--- src/rtl/seg7_scan_driver.sv ---
// Time-multiplexed 8-digit common-anode seven-segment driver.
// The hex word is double-buffered and reaches the display only at a frame boundary.
module seg7_scan_driver #(
    parameter int unsigned REFRESH_DIV = 100000,
    parameter int unsigned UPD_FRAMES  = 4
) (
    input  logic        CLK,
    input  logic        RST,
    input  logic [31:0] HEX_IN,
    input  logic        HEX_VALID,
    input  logic        DISP_EN,
    output logic [7:0]  AN,
    output logic [6:0]  SEG,
    output logic        DP
);

    localparam int unsigned DivW = $clog2(REFRESH_DIV);
    localparam logic [DivW-1:0] DivMax = DivW'(REFRESH_DIV - 1);
    localparam logic [7:0] UpdInit = 8'(UPD_FRAMES);

    logic [DivW-1:0] div_q, div_d;
    logic [2:0]      dig_q, dig_d;
    logic [31:0]     shadow_q, shadow_d;
    logic [31:0]     pend_q, pend_d;
    logic            pflag_q, pflag_d;
    logic [7:0]      upd_q, upd_d;
    logic [7:0]      an_q, an_d;
    logic [6:0]      seg_q, seg_d;
    logic            dp_q, dp_d;

    logic       tick;
    logic       frm;
    logic       load;
    logic [3:0] nib;
    logic [6:0] seg_dec;

    always_comb begin
        tick = (div_q == DivMax);
        frm  = tick && (dig_q == 3'd7);

        div_d = tick ? '0 : div_q + 1'b1;
        dig_d = tick ? dig_q + 3'd1 : dig_q;

        pend_d   = HEX_VALID ? HEX_IN : pend_q;
        pflag_d  = pflag_q | HEX_VALID;
        shadow_d = shadow_q;
        load     = 1'b0;
        if (frm) begin
            // A strobe in the frame-boundary cycle bypasses the pending buffer.
            if (HEX_VALID) begin
                shadow_d = HEX_IN;
                load     = 1'b1;
            end else if (pflag_q) begin
                shadow_d = pend_q;
                load     = 1'b1;
            end
            pflag_d = 1'b0;
        end

        upd_d = upd_q;
        if (load) begin
            upd_d = UpdInit;
        end else if (frm && (upd_q != 8'd0)) begin
            upd_d = upd_q - 8'd1;
        end
    end

    always_comb begin
        nib = shadow_q[{dig_q, 2'b00} +: 4];
        unique case (nib)
            4'h0: seg_dec = 7'h40;
            4'h1: seg_dec = 7'h79;
            4'h2: seg_dec = 7'h24;
            4'h3: seg_dec = 7'h30;
            4'h4: seg_dec = 7'h19;
            4'h5: seg_dec = 7'h12;
            4'h6: seg_dec = 7'h02;
            4'h7: seg_dec = 7'h78;
            4'h8: seg_dec = 7'h00;
            4'h9: seg_dec = 7'h10;
            4'hA: seg_dec = 7'h08;
            4'hB: seg_dec = 7'h03;
            4'hC: seg_dec = 7'h46;
            4'hD: seg_dec = 7'h21;
            4'hE: seg_dec = 7'h06;
            4'hF: seg_dec = 7'h0E;
            default: seg_dec = 7'h7F;
        endcase

        if (DISP_EN) begin
            an_d  = ~(8'd1 << dig_q);
            seg_d = seg_dec;
            dp_d  = !((dig_q == 3'd0) && (upd_q != 8'd0));
        end else begin
            an_d  = 8'hFF;
            seg_d = 7'h7F;
            dp_d  = 1'b1;
        end
    end

    always_ff @(posedge CLK) begin
        if (RST) begin
            div_q    <= '0;
            dig_q    <= 3'd0;
            shadow_q <= 32'd0;
            pend_q   <= 32'd0;
            pflag_q  <= 1'b0;
            upd_q    <= 8'd0;
            an_q     <= 8'hFF;
            seg_q    <= 7'h7F;
            dp_q     <= 1'b1;
        end else begin
            div_q    <= div_d;
            dig_q    <= dig_d;
            shadow_q <= shadow_d;
            pend_q   <= pend_d;
            pflag_q  <= pflag_d;
            upd_q    <= upd_d;
            an_q     <= an_d;
            seg_q    <= seg_d;
            dp_q     <= dp_d;
        end
    end

    assign AN  = an_q;
    assign SEG = seg_q;
    assign DP  = dp_q;

endmodule
--- config.mk ---
export PLATFORM = sky130hd
export DESIGN_NAME = seg7_scan_driver
export DESIGN_NICKNAME = d
export VERILOG_FILES = /design/src/rtl/seg7_scan_driver.sv
export SDC_FILE = /design/constraint.sdc
export NUM_CORES = 1
export LEC_CHECK = 0
export CAP_MARGIN = 20
export CORE_MARGIN = 2
export CORE_UTILIZATION = 44
export DETAILED_ROUTE_END_ITERATION = 10
export PLACE_DENSITY = 0.68
export SLEW_MARGIN = 20
export SYNTH_ARGS = -nofsm -noshare
export SYNTH_HDL_FRONTEND = slang
export SYNTH_SLANG_ARGS = --single-unit
--- constraint.sdc ---
create_clock -name CLK -period 3.25 [get_ports CLK]
set_clock_uncertainty 0.2 [all_clocks]
set_input_delay 0.325 -clock CLK [delete_from_list [all_inputs] [get_ports CLK]]
set_output_delay 0.325 -clock CLK [all_outputs]
set_load 0.02 [all_outputs]
==> results.json, run 1 <==
{
  "status": "finished, final reports clean",
  "hp-class": "in2reg",
  "area_growth_pct": 19.2,
  "dr_wl_met3_um": 378,
  "die_w_um": 106,
  "hold_viol": 0,
  "num_rows": 37,
  "timing.fmax_ghz": 0.354,
  "drive_above_1_share_pct": 8.08,
  "drt_iter0_drc": 146,
  "overflow": 0,
  "final_max_slew_viol_count": 0,
  "num_vias": 3356,
  "syn_inst": 486,
  "detail_route.wl_per_cell_um": 13.7,
  "crit_type": "reg2reg",
  "ys_seq_area_share_pct": 47.7,
  "drv_cap": 0,
  "ir_worst_vdd_uv": 257,
  "start_util_pct": 44.9,
  "required_ns": 3.24,
  "die_area_mm2": 0.0112,
  "grt_pass1_wl_um": 15700,
  "synth-seq-cells": 109,
  "async_reset_ff_share_pct": 0,
  "place.detailed.hpwl_um": 6450,
  "coreArea_mm2": 0.0102,
  "multi_input_area_mm2": 0.00224,
  "r2r_end": "SEG[0]",
  "p_leak_nw": 2.08,
  "worst_pin_slew_ns": 0.890,
  "cts_tree": "done",
  "grt_pass1_vias": 3328,
  "antenna_cells": 0,
  "p_total_w": 0.00252,
  "clkLatencyLatePin_ns": 0.36,
  "drtAntennaViolNets": 0,
  "arrival_ns": 2.82,
  "drt_pass1_iterations": 4,
  "drc": 0,
  "port_buffers": 51,
  "regArea_mm2": 0.00218,
  "min_period_ns": 2.82,
  "track_usage_pct": 17.5,
  "maxSlewHeadroom_pct": 40.5,
  "critPathCaptureType": "register",
  "synth_flop_cell": "dfxtp_1",
  "die_y_um": 106,
  "tns_ns": 0,
  "post_cts_resized": 0,
  "post_cts_buffers": 0,
  "hold_buffers": 0,
  "crit_fanout": 12,
  "top_layer": "met4",
  "wl_met2_um": 4350,
  "ys_types": 37,
  "avgSynthCellArea_um2": 9.41,
  "synth_area_mm2": 0.00457,
  "clockBufferDepth": 2,
  "avgViaCountPerCell": 5.02,
  "antenna_found_initial": 0,
  "crit_end": "SEG[0]",
  "rrSetupSlack_ns": 0.43,
  "powerDensity_mw_per_mm2": 463,
  "clkTransAtPathRegs_ns": 0.10,
  "setup.worst_path.start_class": "register",
  "finalSetupViolations": 0,
  "numCtsBuffers": 9,
  "hold_path_depth": 2,
  "ff2ff_path_depth": 5,
  "synth_warnings": 0,
  "clock-sinks": 109,
  "m1WireLength_um": 4350,
  "nNetsFinal": 578,
  "grt_max_degree": 66,
  "regToRegStartpoint": "dig_q[0]",
  "synth_edf_count": 0,
  "nFillCells": 934,
  "critPathLaunch": "dig_q[0]",
  "drt_wl_total_um": 9150,
  "root_buffer": "clkbuf_8",
  "h-tree-depth": 3,
  "period_share_pct": 86.8,
  "io_pins": 52,
  "syn_nets": 537,
  "gp_congestion": 0.881,
  "rsz0062_at_grt": "false"
}
[synthesized netlist by cell type, types with 3 or more instances]
library cell	count	area, um^2
buf_2	4	20.0
nand3_1	11	55.1
o21ai_0	38	190
mux4_2	8	180
ha_1	15	188
o211ai_1	3	22.5
inv_1	12	45.0
o31ai_1	3	22.5
nand2b_1	34	213
or2_2	4	25.0
or3_1	3	18.8
nor2_1	62	233
clkbuf_1	22	82.6
or4_1	6	45.0
nand4_1	5	31.3
dfxtp_1	109	2180
and3_1	3	18.8
nor4_1	3	18.8
nor3_1	4	20.0
o221ai_1	3	26.3
xnor2_1	10	87.6
nand2_1	50	188
a21oi_1	9	45.0
xor2_1	8	70.1
mux2i_1	39	390
[worst min-delay path by stage]
stage                  from            to  slack, ns
2_1_floorplan      dig_q[2]         AN[4]       0.24
3_3_place_gp   shadow_q[29]  shadow_q[29]       0.26
3_5_place_dp    shadow_q[9]   shadow_q[9]       0.26
5_1_grt           HEX_VALID       pflag_q       0.13
6_report                RST      dig_q[0]        0.1
4_1_cts                 RST      dig_q[0]       0.09
[cells in the final DEF (no fill, tap or decap), drive strengths merged]
cell,Yosys,layout
xor2,8,8
o211ai,3,3
or4,8,8
dfxtp,109,109
o31ai,3,3
or3,3,3
or3b,2,2
and2,1,1
xnor2,10,10
nor4,3,3
o21ai,38,38
bufinv,0,3
buf,4,7
mux2,2,2
nor2,62,62
mux2i,39,39
nand3,12,12
and4,2,2
nand2,50,50
nor2b,2,2
ha,15,15
nor3,4,4
clkbuf,22,11
a21oi,9,9
clkdlybuf4s50,0,49
a211oi,1,1
o22ai,1,1
nand4,5,5
inv,12,13
nor4b,2,2
or2,4,4
nand2b,34,34
and3,3,3
nor4bb,1,1
mux4,8,8
o221ai,3,3
clkinv,1,2
[worst max-delay path, cell delays in order, from the launching register on]
cell,delay (ns)
dfxtp_1,0.74
mux4_2,0.60
mux2i_1,0.64
nand2_1,0.21
a21oi_1,0.18
o21ai_0,0.09
[layer usage]
layer  vias up  GRT usage [%]
li1       1728              -
met1      1558           23.2
met2        66           28.3
met3         4           3.62
met4         0           6.39
met5         -              0
[kinds of logic (layout without fill, tap and decap cells)]
family | after synthesis | after routing | synth area share (%)
AOI/OAI and AO/OA | 58 | 58 | 7.01
xor gates and xnor gates | 18 | 18 | 3.45
adders and majority gates | 15 | 15 | 4.11
buffers and inverters | 39 | 85 | 3.31
DFF | 109 | 109 | 47.7
muxes | 49 | 49 | 13.0
and+or+nand+nor | 198 | 198 | 21.4
[through the flow]
step	hold slack [ns]	cells	utilization [%]	cell area, um^2	setup WS (ns)
2_1_floorplan	0.238	486	-	4570	0.756
3_3_place_gp	0.258	652	51.0	5200	0.565
3_5_place_dp	0.265	652	51.0	5200	0.435
4_1_cts	0.0870	668	53.5	5450	0.429
5_1_grt	0.132	668	53.5	5450	0.150
6_report	0.0979	668	53.5	5450	0.429
[area by class of cell]
cell class / instances / area share [%]
Clock buffer: 11 / 2.78
Sequential cell: 109 / 40.0
Multi-Input combinational cell: 338 / 41.2
Inverter: 13 / 0.895
Clock inverter: 5 / 1.90
Tap cell: 136 / 3.12
Timing Repair Buffer: 56 / 10.1
[power by group]
part	leakage [nW]	switching [W]	internal, W
Clock	0.130	0.000441	0.000556
Sequential	0.888	0.0000115	0.00137
Combinational	1.06	0.0000682	0.0000799
[sequential cells by signal (all words and copies together), names as in the netlist]
name,count
DP,1
div_q,17
AN,8
SEG,7
pflag_q,1
shadow_q,32
dig_q,3
pend_q,32
upd_q,8
No activity file was read; power rests on OpenSTA's default activity.
==> run 2, diff against run 1 <==
Settings changed: CAP_MARGIN 20 to not set, DONT_BUFFER_PORTS set to 1, PLACE_DENSITY 0.68 to 0.62, RECOVER_POWER set to 25.
==> run 2 against run 1 <==
Effect of this change:
- final cell count shrank 1.3%
- setup slack worse by 0.10 ns
- first-iteration DRC count grew 26%
- final area is 2.3% lower
- via count is 0.60% higher
- largest power group unchanged
- sequential power hardly changed
- highest routed layer unchanged
- combinational power decreased by 9%
- register-to-register slack got worse by 0.10 ns
- core utilization is 1.2 points lower
- power is 8.9% lower
- sequential share of layout area up 0.94 points
- flip-flop and latch count did not move
==> results.json, run 2 (synthesis results as in run 1) <==
{
  "status": "finished, final reports clean",
  "grt_pass1_vias": 3219,
  "switching_share_pct": 24.0,
  "p_clk_share_pct": 33.8,
  "h-tree-depth": 3,
  "cts_tree": "done",
  "tns_ns": 0,
  "worst_pin_slew_ns": 0.545,
  "track_usage_pct": 17.5,
  "drtAntennaViolNets": 0,
  "final_core_util_pct": 52.3,
  "arrival_ns": 3.05,
  "clkLatencyLatePin_ns": 0.38,
  "min_period_ns": 2.92,
  "hold_path_depth": 3,
  "maxSlewHeadroom_pct": 62.6,
  "place_ws_ns": 0.595,
  "powerDensity_mw_per_mm2": 431,
  "finalSetupViolations": 0,
  "critPathCaptureType": "register",
  "clock-sinks": 109,
  "area_growth_pct": 16.5,
  "root_buffer": "clkbuf_8",
  "grt_pass1_wl_um": 15600,
  "p_sw_w": 0.000550,
  "drt_pass1_iterations": 4,
  "avgViaCountPerCell": 5.12,
  "ff2ff_path_depth": 7,
  "start_util_pct": 44.9,
  "pwr-share-seq_pct": 60.3,
  "final_common_cell": "dfxtp_1",
  "drive_above_1_share_pct": 8.41,
  "top_regs": "pend_q x32, shadow_q x32, div_q x17",
  "clockBufferDepth": 2,
  "period_share_pct": 89.9,
  "required_ns": 3.38,
  "internal-power_w": 0.00175,
  "setup.worst_path.start_class": "register",
  "port_buffers": 0,
  "numCtsBuffers": 9,
  "coreArea_mm2": 0.0102,
  "regArea_mm2": 0.00218,
  "io_pins": 52,
  "num_vias": 3376,
  "nFillCells": 955,
  "drv_cap": 0,
  "place.detailed.hpwl_um": 6110,
  "ir_worst_vdd_uv": 179,
  "rsz0062_at_grt": "false",
  "crit_fanout": 10,
  "gp_congestion": 0.890,
  "rrSetupSlack_ns": 0.33,
  "comb_power_share_pct": 5.9,
  "antenna_cells": 0,
  "r2r_end": "upd_q[2]",
  "die_y_um": 106,
  "hp-class": "in2reg",
  "nNetsFinal": 569,
  "overflow": 0,
  "num_rows": 37,
  "drc": 0,
  "final_max_slew_viol_count": 0,
  "crit_type": "reg2reg",
  "hp-start": "RST",
  "p_leak_nw": 2.03,
  "clkTransAtPathRegs_ns": 0.10,
  "die_area_mm2": 0.0112,
  "hold_end": "AN[3]",
  "drt_wl_total_um": 9380,
  "detail_route.wl_per_cell_um": 14.2,
  "timing.fmax_ghz": 0.342,
  "hold_viol": 0,
  "antenna_found_initial": 0,
  "multi_input_area_mm2": 0.00224,
  "die_w_um": 106,
  "drt_iter0_drc": 184,
  "regToRegStartpoint": "dig_q[0]",
  "grt_max_degree": 70,
  "setup_ws_ns": 0.327,
  "mostFrequentLayoutCells": "dfxtp_1, nor2_1, nand2_1"
}
run 2: stage by stage:
step	area [um^2]	std cells	hold slack (ns)	total power (W)
after floorplan	4570	486	0.238	0.00149
after global placement	4700	602	0.205	0.00148
after detailed placement	4700	602	0.207	0.00149
after CTS	5330	659	0.0256	0.00232
after global routing	5330	659	0.0403	0.00238
final	5330	659	0.0370	0.00230
run 2: worst max-delay path: stages, from the launching register on:
cell,delay (ns)
dfxtp_1,0.69
ha_1,0.27
ha_1,0.18
inv_1,0.10
or4_4,0.57
xor2_1,0.16
a21oi_1,0.15
dlygate4sd3_1,0.55
run 2: worst max-delay path by stage:
stage | slack (ns) | end | depth (start not counted) | startpoint
final | 0.33 | upd_q[2] | 7 | dig_q[0]
after global routing | 0.13 | upd_q[2] | 7 | dig_q[0]
after CTS | 0.32 | upd_q[2] | 7 | dig_q[0]
after detailed placement | 0.59 | upd_q[5] | 6 | dig_q[0]
after global placement | 0.67 | SEG[3] | 5 | dig_q[0]
after floorplan | 0.76 | SEG[3] | 7 | dig_q[1]
run 2: final cells by class:
cell class | count | share of cell area, %
Clock buffer | 10 | 2.58
Clock inverter | 6 | 0.893
Inverter | 13 | 0.916
Multi-Input combinational cell | 338 | 42.1
Sequential cell | 109 | 41.0
Tap cell | 136 | 3.19
Timing Repair Buffer | 47 | 9.30
run 2: metal layers:
layer	vias up	track usage [%]	part of all wire, %
met5	-	0	0
met4	0	8.18	1.7
met3	14	3.74	4.9
met2	66	26.9	45
met1	1583	23.6	48
li1	1713	-	-
run 2: power by group through the flow:
stage	logic [W]	registers, W	clock network [W]
2_1_floorplan	0.0000774	0.00141	0
3_3_place_gp	0.0000671	0.00142	0
3_5_place_dp	0.0000691	0.00142	0
4_1_cts	0.000135	0.00139	0.000794
5_1_grt	0.000150	0.00139	0.000844
6_report	0.000135	0.00139	0.000776
run 2: what timing repair did:
| item | CTS | global route |
|---|---|---|
| hold buffers | 41 | 0 |
| resized for setup | 0 | 0 |
| setup buffers | 0 | 0 |
| hold endpoints to repair | 69 | 0 |
==> run 3, diff against run 2 <==
Settings changed: CORE_UTILIZATION 44 to 45, PLACE_DENSITY 0.62 to 0.63.
==> run 3 against run 2 <==
Effect of this change:
- register-to-register slack better by 0.23 ns
- critical path depth down 2
- clock power up 20%
- highest routed layer unchanged
==> results.json, run 3 (synthesis results as in run 1) <==
{
  "numCtsBuffers": 9,
  "start_util_pct": 46.6,
  "cts_tree": "done",
  "whs_ns": 0.0523,
  "post_cts_resized": 0,
  "port_buffers": 0,
  "cpPeakStageDelay_ns": 0.69,
  "maxSlewHeadroom_pct": 45.7,
  "period_share_pct": 82.9,
  "rrSetupSlack_ns": 0.55,
  "clkLatencyLatePin_ns": 0.38,
  "critPathCaptureType": "register",
  "grt_pass1_wl_um": 15800,
  "p_clk_share_pct": 38.1,
  "die_area_mm2": 0.0110,
  "drive_above_1_share_pct": 8.49,
  "fin_area_mm2": 0.00532,
  "avgViaCountPerCell": 5.10,
  "p_sw_w": 0.000551,
  "num_vias": 3318,
  "antenna_cells": 0,
  "antenna_found_initial": 0,
  "internal-power_w": 0.00190,
  "powerDensity_mw_per_mm2": 461,
  "place_area_mm2": 0.00470,
  "switching_share_pct": 22.5,
  "drt_iter0_drc": 140,
  "overflow": 0,
  "worst_pin_slew_ns": 0.792,
  "timing.fmax_ghz": 0.371,
  "crit_type": "reg2reg",
  "cp_num_buf_inv": 0,
  "clkTransAtPathRegs_ns": 0.10,
  "dp.cells": 599,
  "required_ns": 3.31,
  "hp-class": "in2reg",
  "ir_worst_vdd_uv": 281,
  "cp_slowest_cell": "dfxtp_1",
  "rsz0062_at_grt": "false",
  "pwr-share-seq_pct": 56.6,
  "io_pins": 52,
  "clock-sinks": 109,
  "status": "finished, final reports clean",
  "final_common_cell": "dfxtp_1",
  "grt_pass1_vias": 3325,
  "detail_route.wl_per_cell_um": 14.3,
  "track_usage_pct": 17.9,
  "tns_ns": 0,
  "drc": 0,
  "min_period_ns": 2.70,
  "instances_no_fill": 651,
  "num_rows": 36,
  "gp_congestion": 0.840,
  "place.detailed.hpwl_um": 6010,
  "hold_viol": 0,
  "root_buffer": "clkbuf_8",
  "crit_fanout": 10,
  "nNetsFinal": 564,
  "r2r_end": "SEG[0]",
  "final_max_slew_viol_count": 0,
  "drt_wl_total_um": 9290,
  "hold_path_depth": 3,
  "p_total_w": 0.00245,
  "coreArea_mm2": 0.00982,
  "comb_power_share_pct": 5.3,
  "finalSetupViolations": 0,
  "mostFrequentLayoutCells": "dfxtp_1, nor2_1, nand2_1",
  "hold_buffers": 36,
  "setup.worst_path.start_class": "register",
  "top_regs": "pend_q x32, shadow_q x32, div_q x17",
  "p_leak_nw": 2.03,
  "drt_pass1_iterations": 4,
  "crit_chain": "mux4_2, mux2i_1, nand2_1, a21oi_1, o21ai_0",
  "area_growth_pct": 16.4,
  "critPathLaunch": "dig_q[0]",
  "ff2ff_path_depth": 5,
  "critical_path_depth": 5,
  "cpLargestDelayFamily": "multiplexers",
  "grt_max_degree": 71,
  "h-tree-depth": 3,
  "die_y_um": 105,
  "post_cts_buffers": 0,
  "die_w_um": 105,
  "drv_cap": 0,
  "drtAntennaViolNets": 0,
  "crit_end": "SEG[0]",
  "arrival_ns": 2.76,
  "regToRegStartpoint": "dig_q[0]",
  "clockBufferDepth": 2
}
run 3: metal layers:
metal / up-vias / wire (um) / track usage (%) / share of wire (%)
met2: 57 / 4280 / 28.7 / 46
met3: 9 / 368 / 4.18 / 4.0
met5: - / 0 / 0 / 0
met4: 0 / 150 / 6.57 / 1.6
met1: 1548 / 4490 / 23.6 / 48
li1: 1704 / - / - / -
run 3: worst min path at each step:
stage | startpoint | end
6_report | RST | SEG[3]
2_1_floorplan | dig_q[2] | AN[4]
5_1_grt | RST | SEG[3]
3_3_place_gp | RST | dig_q[1]
4_1_cts | RST | SEG[3]
3_5_place_dp | RST | dig_q[1]
run 3: worst min-delay path, cell delays in order:
cell and delay, ns:
nor2b_1 0.03, buf_4 0.17, nand2_1 0.06
run 3: final cells by class:
type / count / area [um^2]
fill: 923 / 4500
inverter: 13 / 48.8
tap: 133 / 166
clock inverter: 6 / 95.1
sequential: 109 / 2180
multi-input combinational: 338 / 2240
clock buffer: 10 / 138
timing repair buffer: 42 / 445
run 3: through the flow:
| step | util [%] | setup slack [ns] |
|---|---|---|
| after floorplan | - | 0.756 |
| after global placement | 47.9 | 0.681 |
| after detailed placement | 47.9 | 0.589 |
| after CTS | 54.2 | 0.564 |
| after global routing | 54.2 | 0.352 |
| final | 54.2 | 0.554 |
run 3: power by group through the flow:
| stage | registers, W | clock network, W | logic [W] |
|---|---|---|---|
| 4_1_cts | 0.00139 | 0.000955 | 0.000131 |
| 2_1_floorplan | 0.00141 | 0 | 0.0000774 |
| 6_report | 0.00139 | 0.000934 | 0.000130 |
| 5_1_grt | 0.00139 | 0.00101 | 0.000146 |
| 3_5_place_dp | 0.00142 | 0 | 0.0000693 |
| 3_3_place_gp | 0.00142 | 0 | 0.0000672 |
